### config.mk
export PLATFORM = sky130hd
export DESIGN_NAME = servo_pwm_multi
export DESIGN_NICKNAME = d
export VERILOG_FILES = /design/src/rtl/servo_pwm_multi.sv
export SDC_FILE = /design/constraint.sdc
export NUM_CORES = 1
export LEC_CHECK = 0
export CORE_ASPECT_RATIO = 0.9
export CORE_MARGIN = 5
export CORE_UTILIZATION = 52
export CTS_CLUSTER_DIAMETER = 50
export DETAILED_ROUTE_END_ITERATION = 10
export PLACE_DENSITY = 0.65
export SYNTH_ARGS = -nofsm -noshare
export SYNTH_HDL_FRONTEND = slang
export SYNTH_SLANG_ARGS = --single-unit
export TNS_END_PERCENT = 100
### constraint.sdc
create_clock -name clk -period 25.7 [get_ports clk]
set_input_delay 5.14 -clock clk [delete_from_list [all_inputs] [get_ports clk]]
set_output_delay 5.14 -clock clk [all_outputs]
set_load 0.005 [all_outputs]
### src/rtl/servo_pwm_multi.sv
// Multi-channel servo PWM generator: shadowed angle writes, one shared angle-to-ticks
// converter staged before each period boundary. Optional SERVO_SLEW_EN limits angle change per period.
module servo_pwm_multi #(
    parameter int CLK_FREQ     = 50_000_000,
    parameter int PWM_FREQ     = 50,
    parameter int NUM_CH       = 4,
    parameter int ANGLE_W      = 8,
    parameter int MAX_ANGLE    = 180,
    parameter int MIN_PULSE_US = 1000,
    parameter int MAX_PULSE_US = 2000,
    parameter int SLEW_STEP    = 2,
    // one spare code so out-of-range channel numbers are representable and can be rejected
    localparam int CH_W        = $clog2(NUM_CH + 1)
) (
    input  logic               clk,
    input  logic               rst,
    input  logic               en,
    input  logic [NUM_CH-1:0]  ch_en,
    input  logic               wr_en,
    input  logic [CH_W-1:0]    wr_ch,
    input  logic [ANGLE_W-1:0] wr_angle,
    output logic               wr_err,
    output logic               clamp_flag,
    output logic [NUM_CH-1:0]  pwm_out,
    output logic               period_start
`ifdef SERVO_SLEW_EN
    ,
    output logic [NUM_CH-1:0]  slew_busy
`endif
);

    localparam int PERIOD_TICKS = CLK_FREQ / PWM_FREQ;
    localparam int MIN_TICKS    = CLK_FREQ / 1_000_000 * MIN_PULSE_US;
    localparam int MAX_TICKS    = CLK_FREQ / 1_000_000 * MAX_PULSE_US;
    localparam int CNT_W        = $clog2(PERIOD_TICKS);
    localparam int TICK_W       = CNT_W + 1;
    localparam int PROD_W       = ANGLE_W + CNT_W;
    localparam int STAGE_BASE   = PERIOD_TICKS - 1 - NUM_CH;
    localparam logic [CNT_W-1:0] LAST = CNT_W'(PERIOD_TICKS - 1);

    if (MAX_TICKS >= PERIOD_TICKS || MIN_TICKS > MAX_TICKS || PERIOD_TICKS <= NUM_CH + 1 ||
        MAX_ANGLE < 1 || MAX_ANGLE >= (1 << ANGLE_W) || NUM_CH < 1 || NUM_CH > 16) begin : g_bad_cfg
        $error("servo_pwm_multi: invalid parameter combination");
    end

    function automatic logic [ANGLE_W-1:0] clamp_angle(input logic [ANGLE_W-1:0] a);
        return (a > ANGLE_W'(MAX_ANGLE)) ? ANGLE_W'(MAX_ANGLE) : a;
    endfunction

    function automatic logic [TICK_W-1:0] sat_ticks(input logic [PROD_W:0] t);
        return (t >= (PROD_W+1)'(PERIOD_TICKS)) ? TICK_W'(PERIOD_TICKS) : TICK_W'(t);
    endfunction

    function automatic logic [TICK_W-1:0] angle_to_ticks(input logic [ANGLE_W-1:0] a);
        logic [PROD_W-1:0] prod;
        logic [PROD_W:0]   sum;
        prod = PROD_W'(a) * PROD_W'(MAX_TICKS - MIN_TICKS);
        prod = prod / PROD_W'(MAX_ANGLE);
        sum  = {1'b0, prod} + (PROD_W+1)'(MIN_TICKS);
        return sat_ticks(sum);
    endfunction

`ifdef SERVO_SLEW_EN
    function automatic logic [ANGLE_W-1:0] slew_toward(input logic [ANGLE_W-1:0] cur,
                                                       input logic [ANGLE_W-1:0] tgt);
        if (tgt > cur)
            return (tgt - cur > ANGLE_W'(SLEW_STEP)) ? cur + ANGLE_W'(SLEW_STEP) : tgt;
        else
            return (cur - tgt > ANGLE_W'(SLEW_STEP)) ? cur - ANGLE_W'(SLEW_STEP) : tgt;
    endfunction

    logic [ANGLE_W-1:0] cur_q [NUM_CH];
`endif

    logic [CNT_W-1:0]   cnt_q, cnt_d;
    logic [ANGLE_W-1:0] shadow_q [NUM_CH];
    logic [TICK_W-1:0]  pend_q   [NUM_CH];
    logic [TICK_W-1:0]  active_q [NUM_CH];
    logic [NUM_CH-1:0]  act_en_q, pwm_q;
    logic               ps_q, wr_err_q, clamp_q;

    logic               wr_ok, commit;
    logic [ANGLE_W-1:0] wr_ang_c;
    logic [ANGLE_W-1:0] tgt_d   [NUM_CH];
    logic [ANGLE_W-1:0] nxt_ang [NUM_CH];
    logic [NUM_CH-1:0]  byp_sel, stg_oh, after_slot;
    logic [ANGLE_W-1:0] byp_ang, stg_ang;
    logic [TICK_W-1:0]  byp_ticks, stg_ticks;
    logic [TICK_W-1:0]  commit_ticks [NUM_CH];

    assign wr_ok    = wr_en && (wr_ch < CH_W'(NUM_CH));
    assign wr_ang_c = clamp_angle(wr_angle);
    assign commit   = en && (cnt_q == LAST);

    // nxt_ang is the angle the coming commit drives each channel to, including this cycle's write
    always_comb begin
        cnt_d   = '0;
        byp_ang = '0;
        stg_ang = '0;
        if (en && cnt_q != LAST)
            cnt_d = cnt_q + CNT_W'(1);
        for (int i = 0; i < NUM_CH; i++) begin
            byp_sel[i]    = wr_ok && (wr_ch == CH_W'(i));
            stg_oh[i]     = (cnt_q == CNT_W'(STAGE_BASE + i));
            after_slot[i] = (cnt_q > CNT_W'(STAGE_BASE + i));
            tgt_d[i]      = byp_sel[i] ? wr_ang_c : shadow_q[i];
`ifdef SERVO_SLEW_EN
            nxt_ang[i]    = slew_toward(cur_q[i], tgt_d[i]);
`else
            nxt_ang[i]    = tgt_d[i];
`endif
            if (byp_sel[i])
                byp_ang = nxt_ang[i];
            if (stg_oh[i])
                stg_ang = nxt_ang[i];
        end
    end

    // One converter walks the channels in the staging window; the other serves late writes.
    assign stg_ticks = angle_to_ticks(stg_ang);
    assign byp_ticks = angle_to_ticks(byp_ang);

    always_comb begin
        for (int i = 0; i < NUM_CH; i++)
            commit_ticks[i] = byp_sel[i] ? byp_ticks : pend_q[i];
    end

    always_ff @(posedge clk) begin
        for (int i = 0; i < NUM_CH; i++) begin
            if (byp_sel[i] && after_slot[i])
                pend_q[i] <= byp_ticks;
            else if (stg_oh[i])
                pend_q[i] <= stg_ticks;
        end
    end

    always_ff @(posedge clk) begin
        if (rst) begin
            cnt_q    <= '0;
            ps_q     <= 1'b0;
            wr_err_q <= 1'b0;
            clamp_q  <= 1'b0;
            pwm_q    <= '0;
            act_en_q <= '0;
            for (int i = 0; i < NUM_CH; i++) begin
                shadow_q[i] <= '0;
                active_q[i] <= TICK_W'(MIN_TICKS);
`ifdef SERVO_SLEW_EN
                cur_q[i]    <= '0;
`endif
            end
        end else begin
            cnt_q    <= cnt_d;
            ps_q     <= (cnt_d == LAST);
            wr_err_q <= wr_en && !wr_ok;
            clamp_q  <= wr_ok && (wr_angle > ANGLE_W'(MAX_ANGLE));
            if (commit)
                act_en_q <= ch_en;
            for (int i = 0; i < NUM_CH; i++) begin
                shadow_q[i] <= tgt_d[i];
                if (commit) begin
                    active_q[i] <= commit_ticks[i];
`ifdef SERVO_SLEW_EN
                    cur_q[i]    <= nxt_ang[i];
`endif
                end
                pwm_q[i] <= en && act_en_q[i] && ({1'b0, cnt_q} < active_q[i]);
            end
        end
    end

    assign pwm_out      = pwm_q;
    assign period_start = ps_q;
    assign wr_err       = wr_err_q;
    assign clamp_flag   = clamp_q;

`ifdef SERVO_SLEW_EN
    always_comb begin
        for (int i = 0; i < NUM_CH; i++)
            slew_busy[i] = (cur_q[i] != shadow_q[i]);
    end
`endif

endmodule
==> reports/qor.yml, run 1 <==
logic_synthesis:
  synth_cells: 3088
  syn_avg_cell_area_um2: 7.98
  synth_area_mm2: 0.0246
  synth_compound_area_frac: 0.305
  synth-main-ff-cell: "edfxtp_1"
  yosys.area_share.xor_xnor: 0.0557
  synth-seq-cells: 207
  synthAdderAreaFrac: 0.118
  synth-async-reset-ratio: 0
  synth_edf_count: 144
  synth-seq-area-share: 0.227
  synthesis.nets: 3317
  ys_types: 138
  synthMuxAreaShare: 0.0304
  synth_top_family_by_area: "compound AO/OA/AOI/OAI gates"
  yosysWarnings: 0
  synth-simple-area-share: 0.214
setup_path:
  crit_path_max_fanout: 16
  start_kind: "primary input"
  critPathSlowestCell: "a2111oi_2"
  crit_type: "in2reg"
  critPathCaptureType: "flop"
  crit_buf_inv: 5
  path_delay_family: "compound AO/OA/AOI/OAI gates"
  cp.required_ps: 25920
  cp.arrival_ps: 24830
  cpPeakStageDelay_ps: 660
timing:
  relSlewSlack: 0.179
  fin_crit_ps: 24610
  drv_slew: 0
  post-route-period-util: 0.957
  clock_skew_ps: 15.1
  hold_viol: 0
  timing.fmax_mhz: 40.6
  worst_pin_slew_ps: 1220
  setup_violations: 0
  timing.final.ws_setup_ps: 1090
clock_tree:
  path_clk_slew_ps: 60
  cts.sinks: 207
  insertion_delay_ps: 510
  h-tree-depth: 1
  hold_buffers: 0
  cts_root_buffer: "clkbuf_16"
  cts.path.max_buffers: 3
  cts_tree: "yes"
  cts-buffers-inserted: 23
grt:
  grt_usage: 0.262
  grt_start_max_net_pins: 73
  grt_overflow_total: 0
  grt_pass1_vias: 21704
  antenna_found_initial: 2
  grt_pass1_wl_um: 115000
final_layout:
  nets: 3271
  layout_common_cells: "nand2_1, nor2_1, a21oi_1"
  syn_to_final_growth_pct: 6.71
  final_common_cell: "nand2_1"
  layout-drive-gt1-share: 0.0916
  nFillCells: 4305
status:
  status: "complete, no violations"
placed_design:
  io_buffers: 25
  place_ws_ps: 190
  detailed_place_hpwl_um: 54100
  gp_congestion: 0.954
route:
  wl_per_cell_um: 19.5
  wirelength_um: 71600
  dr.pass1.iters: 7
  drc_errors: 0
  route.antenna.remaining_nets: 0
  num_vias: 23777
  drt_iter0_markers: 2227
  vias_per_cell: 6.47
die:
  die_w_um: 239
  dieHeight_um: 216
  coreArea_mm2: 0.0467
  initial_core_util: 0.527
  rows: 75
  io_pins: 26
  dieArea_mm2: 0.0518
flow_run:
  cap_violations: 0
hold_path:
  hold_path.class: "reg2reg"
[worst reg2reg max path, delay by kind of cell (launching register included)]
family,cells,cell delay [ps]
buffers and inverters,5,630
muxes,5,1610
AOI/OAI and AO/OA,33,9610
and+or+nand+nor,11,4140
DFF,1,470
xor gates and xnor gates,5,1180
adders and majority gates,7,2460
[cells in the mapped netlist, types with 11 or more instances]
master	n	area [um^2]
o211a_1	15	150
o22ai_1	33	206
o21a_1	25	188
and3_1	25	156
o21ai_0	192	961
or3_1	22	138
o211ai_1	71	533
a21oi_1	246	1230
o21ai_1	22	110
a31o_2	11	96.3
nand2b_1	40	250
xnor2_1	90	788
mux2_2	15	169
nor3_1	70	350
o221ai_1	14	123
o311ai_1	12	105
clkbuf_1	95	357
nand2_1	341	1280
or2_2	20	125
nor2_1	299	1120
a21o_1	26	195
or4_1	15	113
nor4_1	20	125
a211oi_1	39	293
mux2i_1	48	480
o31ai_1	23	173
a2bb2oi_1	11	96.3
ha_1	186	2330
and2_1	32	200
a31oi_1	37	231
a22o_1	17	149
dfxtp_1	63	1260
xor2_1	48	420
a211o_1	14	123
nand4_1	28	175
inv_1	132	495
a21boi_0	13	97.6
a22oi_1	24	180
nand3_1	91	455
fa_1	24	480
edfxtp_1	144	4320
nor2b_1	33	206
buf_4	15	113
buf_2	33	165
[through the flow]
step	hold slack (ps)	area, um^2	utilization	instances	TNS (ps)
after floorplan	440	24600	-	3088	0
after global placement	453	25400	0.543	3627	0
after detailed placement	462	25400	0.543	3627	0
after CTS	477	26100	0.559	3666	0
after global routing	492	26300	0.562	3674	-124
final	477	26300	0.562	3674	0
[routing by layer]
layer,wire length (um),global-route usage
met5,0,0
met4,1350,0.0563
met3,4420,0.0163
met2,32900,0.430
met1,32900,0.383
[final cells by class]
type	instances	area, um^2	area share
clock inverters	8	62.6	0.00238
multi-input cells	2587	17900	0.683
flip-flops and latches	207	5590	0.213
inverters	135	507	0.0193
diodes	2	5.00	0.000190
repair buffers	88	723	0.0275
well taps	616	771	0.0293
clock buffers	31	687	0.0261
[path summary, 6_finish.rpt]
kind	slack, ps	to	cells past startpoint	startpoint
setup / recovery	1090	pend_q[2][0]	65	wr_ch[2]
hold / removal	480	shadow_q[3][0]	2	shadow_q[3][0]
setup reg to reg	5300	pend_q[2][0]	66	cnt_q[12]
hold reg to reg	480	shadow_q[3][0]	2	shadow_q[3][0]
[registers in the layout (all words and copies together) (netlist names), 4 cells and up]
signal / cells
act_en_q: 4
pwm_out: 4
active_q: 72
pend_q: 72
cnt_q: 20
shadow_q: 32
[kinds of logic (layout without fill, tap and decap cells)]
| kind of cell | Yosys count | in the layout |
|---|---|---|
| compound gates | 1053 | 1053 |
| buf+inv | 294 | 262 |
| xor+xnor | 148 | 148 |
| mux | 71 | 71 |
| fa+ha+maj | 219 | 219 |
| other cells | 0 | 2 |
| flops | 207 | 207 |
| simple gates | 1096 | 1096 |
[timing repair]
action | 4_1_cts | 5_1_grt
buffers inserted | 0 | 6
gates resized for setup | 0 | 23
setup endpoints to repair | 0 | 12
Power of run 1 is left out: the tool's default activity adds up to more than one toggle a clock period on the data nets, which glitch-free logic cannot reach.
==> inputs of run 2 (changes only) <==
--- a/config.mk
+++ b/config.mk
@@ -6,11 +6,12 @@
 export NUM_CORES = 1
 export LEC_CHECK = 0
 export CORE_ASPECT_RATIO = 0.9
-export CORE_MARGIN = 5
+export CORE_MARGIN = 2
 export CORE_UTILIZATION = 52
 export CTS_CLUSTER_DIAMETER = 50
 export DETAILED_ROUTE_END_ITERATION = 10
 export PLACE_DENSITY = 0.65
+export RECOVER_POWER = 100
 export SYNTH_ARGS = -nofsm -noshare
 export SYNTH_HDL_FRONTEND = slang
 export SYNTH_SLANG_ARGS = --single-unit
==> run 2 against run 1 <==
  * The run now ends with capacitance limit, slew limit left
  * Fmax up 0.60%
  * Die area down 5.2%
  * Worst hold slack better by 0.63 ps
  * Register-to-register slack better by 250 ps
  * Clock skew down 4.0 ps
  * Design area down 0.44%
  * Via count down 0.19%
  * Count of clock-buffer cells in the layout down 1
  * Global-route usage up 2.5 points
  * First-iteration DRC count up 4.0%
  * Utilization down 0.25 points
  * Flip-flop and latch count unchanged
  * Critical endpoint unchanged
  * Highest routed layer unchanged
==> reports/qor.yml, run 2 (synthesized netlist as in run 1, its figures left out) <==
route:
  route.antenna.remaining_nets: 0  # unchanged
  wl_per_cell_um: 19.7  # was 19.5 um
  dr.pass1.iters: 5  # was 7
  num_vias: 23733  # was 23777
  drc_errors: 0  # unchanged
  vias_per_cell: 6.47  # about the same
  drt_iter0_markers: 2317  # was 2227
  wirelength_um: 72300  # was 71600 um
placed_design:
  detailed_place_hpwl_um: 54500  # was 54100 um
  gp_congestion: 0.961  # was 0.954
  dp_cells: 3628  # was 3627
  place_ws_ps: 416  # was 190 ps
  io_buffers: 25  # unchanged
setup_path:
  r2r_setup_slack_ps: 5550  # was 5300 ps
  reg2regPathDepth: 68  # was 66
  cp.arrival_ps: 24670  # was 24830 ps
  crit_type: "in2reg"  # unchanged
  critPathCaptureType: "flop"  # unchanged
  cp.required_ps: 25910  # was 25920 ps
  crit_path_max_fanout: 20  # was 16
  critical_path.endpoint: "pend_q[2][0]"  # unchanged
  r2r_end: "pend_q[2][0]"  # unchanged
  critPathMostFrequentCell: "ha_1"
  start_kind: "primary input"  # unchanged
  critPathSlowestCell: "or3_1"  # was a2111oi_2
  cpPeakStageDelay_ps: 680  # was 660 ps
  reg2reg_from: "cnt_q[12]"  # unchanged
  cp-startpoint: "wr_en"  # was wr_ch[2]
grt:
  grt_pass1_vias: 21813  # was 21704
  grt_pass1_wl_um: 116000  # was 115000 um
  grt_overflow_total: 0  # unchanged
  grt_usage: 0.287  # was 0.262
  antenna_found_initial: 3  # was 2
  grt_start_max_net_pins: 73  # unchanged
final_layout:
  nets: 3266  # was 3271
  final_cells: 3668  # was 3674
  layout_common_cells: "nand2_1, nor2_1, a21oi_1"  # unchanged
  final_common_cell: "nand2_1"  # unchanged
  syn_to_final_growth_pct: 6.23  # was 6.71%
  reg_top3: "active_q x72, pend_q x72, shadow_q x32"  # unchanged
  layout-drive-gt1-share: 0.0836  # was 0.0916
die:
  io_pins: 26  # unchanged
  coreArea_mm2: 0.0467  # unchanged
  dieHeight_um: 210  # was 216 um
  die_w_um: 233  # was 239 um
  initial_core_util: 0.527  # unchanged
  dieArea_mm2: 0.0491  # was 0.0518 mm^2
  rows: 75  # unchanged
clock_tree:
  path_clk_slew_ps: 70  # was 60 ps
  insertion_delay_ps: 500  # was 510 ps
  cts-buffers-inserted: 21  # was 23
  cts_root_buffer: "clkbuf_16"  # unchanged
  cts.sinks: 207  # unchanged
  h-tree-depth: 1  # unchanged
  cts_tree: "yes"  # unchanged
  cts.path.max_buffers: 3  # unchanged
  hold_buffers: 0  # unchanged
timing:
  worst_pin_slew_ps: 3980  # was 1220 ps
  drv_slew: 140  # was 0
  timing.final.ws_setup_ps: 1240  # was 1090 ps
  hold_viol: 0  # unchanged
  setup-tns-final_ps: 0  # unchanged
  fin_crit_ps: 24460  # was 24610 ps
  setup_violations: 0  # unchanged
  clock_skew_ps: 11.1  # was 15.1 ps
  relSlewSlack: -1.65  # was 0.179
  post-route-period-util: 0.952  # was 0.957
  rsz0062_at_grt: "no"
  timing.fmax_mhz: 40.9  # was 40.6 MHz
status:
  failed_checks: "capacitance limit, slew limit"
  status: "finished, violations left"  # was complete, no violations
hold_path:
  hold_path.class: "reg2reg"  # unchanged
flow_run:
  cap_violations: 4  # was 0
==> run 2: final cells by class <==
type / count / area (um^2)
flip-flops and latches: 207 / 5590
clock inverters: 6 / 77.6
fillers: 4322 / 20600
multi-input cells: 2587 / 17900
well taps: 616 / 771
repair buffers: 85 / 659
inverters: 135 / 507
clock buffers: 30 / 641
diodes: 2 / 5.00
==> run 2: worst min path at each step <==
stage / startpoint / endpoint / slack (ps) / depth (start not counted)
after floorplan: act_en_q[0] / act_en_q[0] / 440 / 1
after global placement: shadow_q[3][3] / shadow_q[3][3] / 450 / 2
after detailed placement: shadow_q[2][1] / shadow_q[2][1] / 460 / 2
after CTS: shadow_q[2][1] / shadow_q[2][1] / 480 / 2
after global routing: shadow_q[2][1] / shadow_q[2][1] / 500 / 2
final: shadow_q[2][1] / shadow_q[2][1] / 480 / 2
==> run 2: worst max-delay path, delay by kind of cell <==
family	cells	cell delay [ps]
compound gates	35	9900
simple gates	10	3940
fa+ha+maj	7	2350
mux	4	1200
buf+inv	6	1130
xor+xnor	4	980
==> run 2: stage by stage <==
stage | hold slack [ps] | util | instance area, um^2
floorplan | 440 | - | 24600
global placement | 453 | 0.543 | 25400
detailed placement | 463 | 0.543 | 25400
CTS | 479 | 0.558 | 26100
global route | 501 | 0.560 | 26200
finish | 477 | 0.560 | 26200
==> run 2: timing repair <==
| action | CTS | global route |
|---|---|---|
| gates resized for setup | 0 | 20 |
| setup buffers | 0 | 2 |
| setup endpoints to repair | 0 | 16 |
==> run 2: routing by layer <==
| metal | global-route usage | up-vias | share of wire |
|---|---|---|---|
| li1 | - | 11495 | - |
| met1 | 0.415 | 11267 | 0.46 |
| met2 | 0.453 | 880 | 0.44 |
| met3 | 0.0307 | 91 | 0.067 |
| met4 | 0.0816 | 0 | 0.025 |
| met5 | 0 | - | 0 |
Power of run 2 is left out for the same reason.
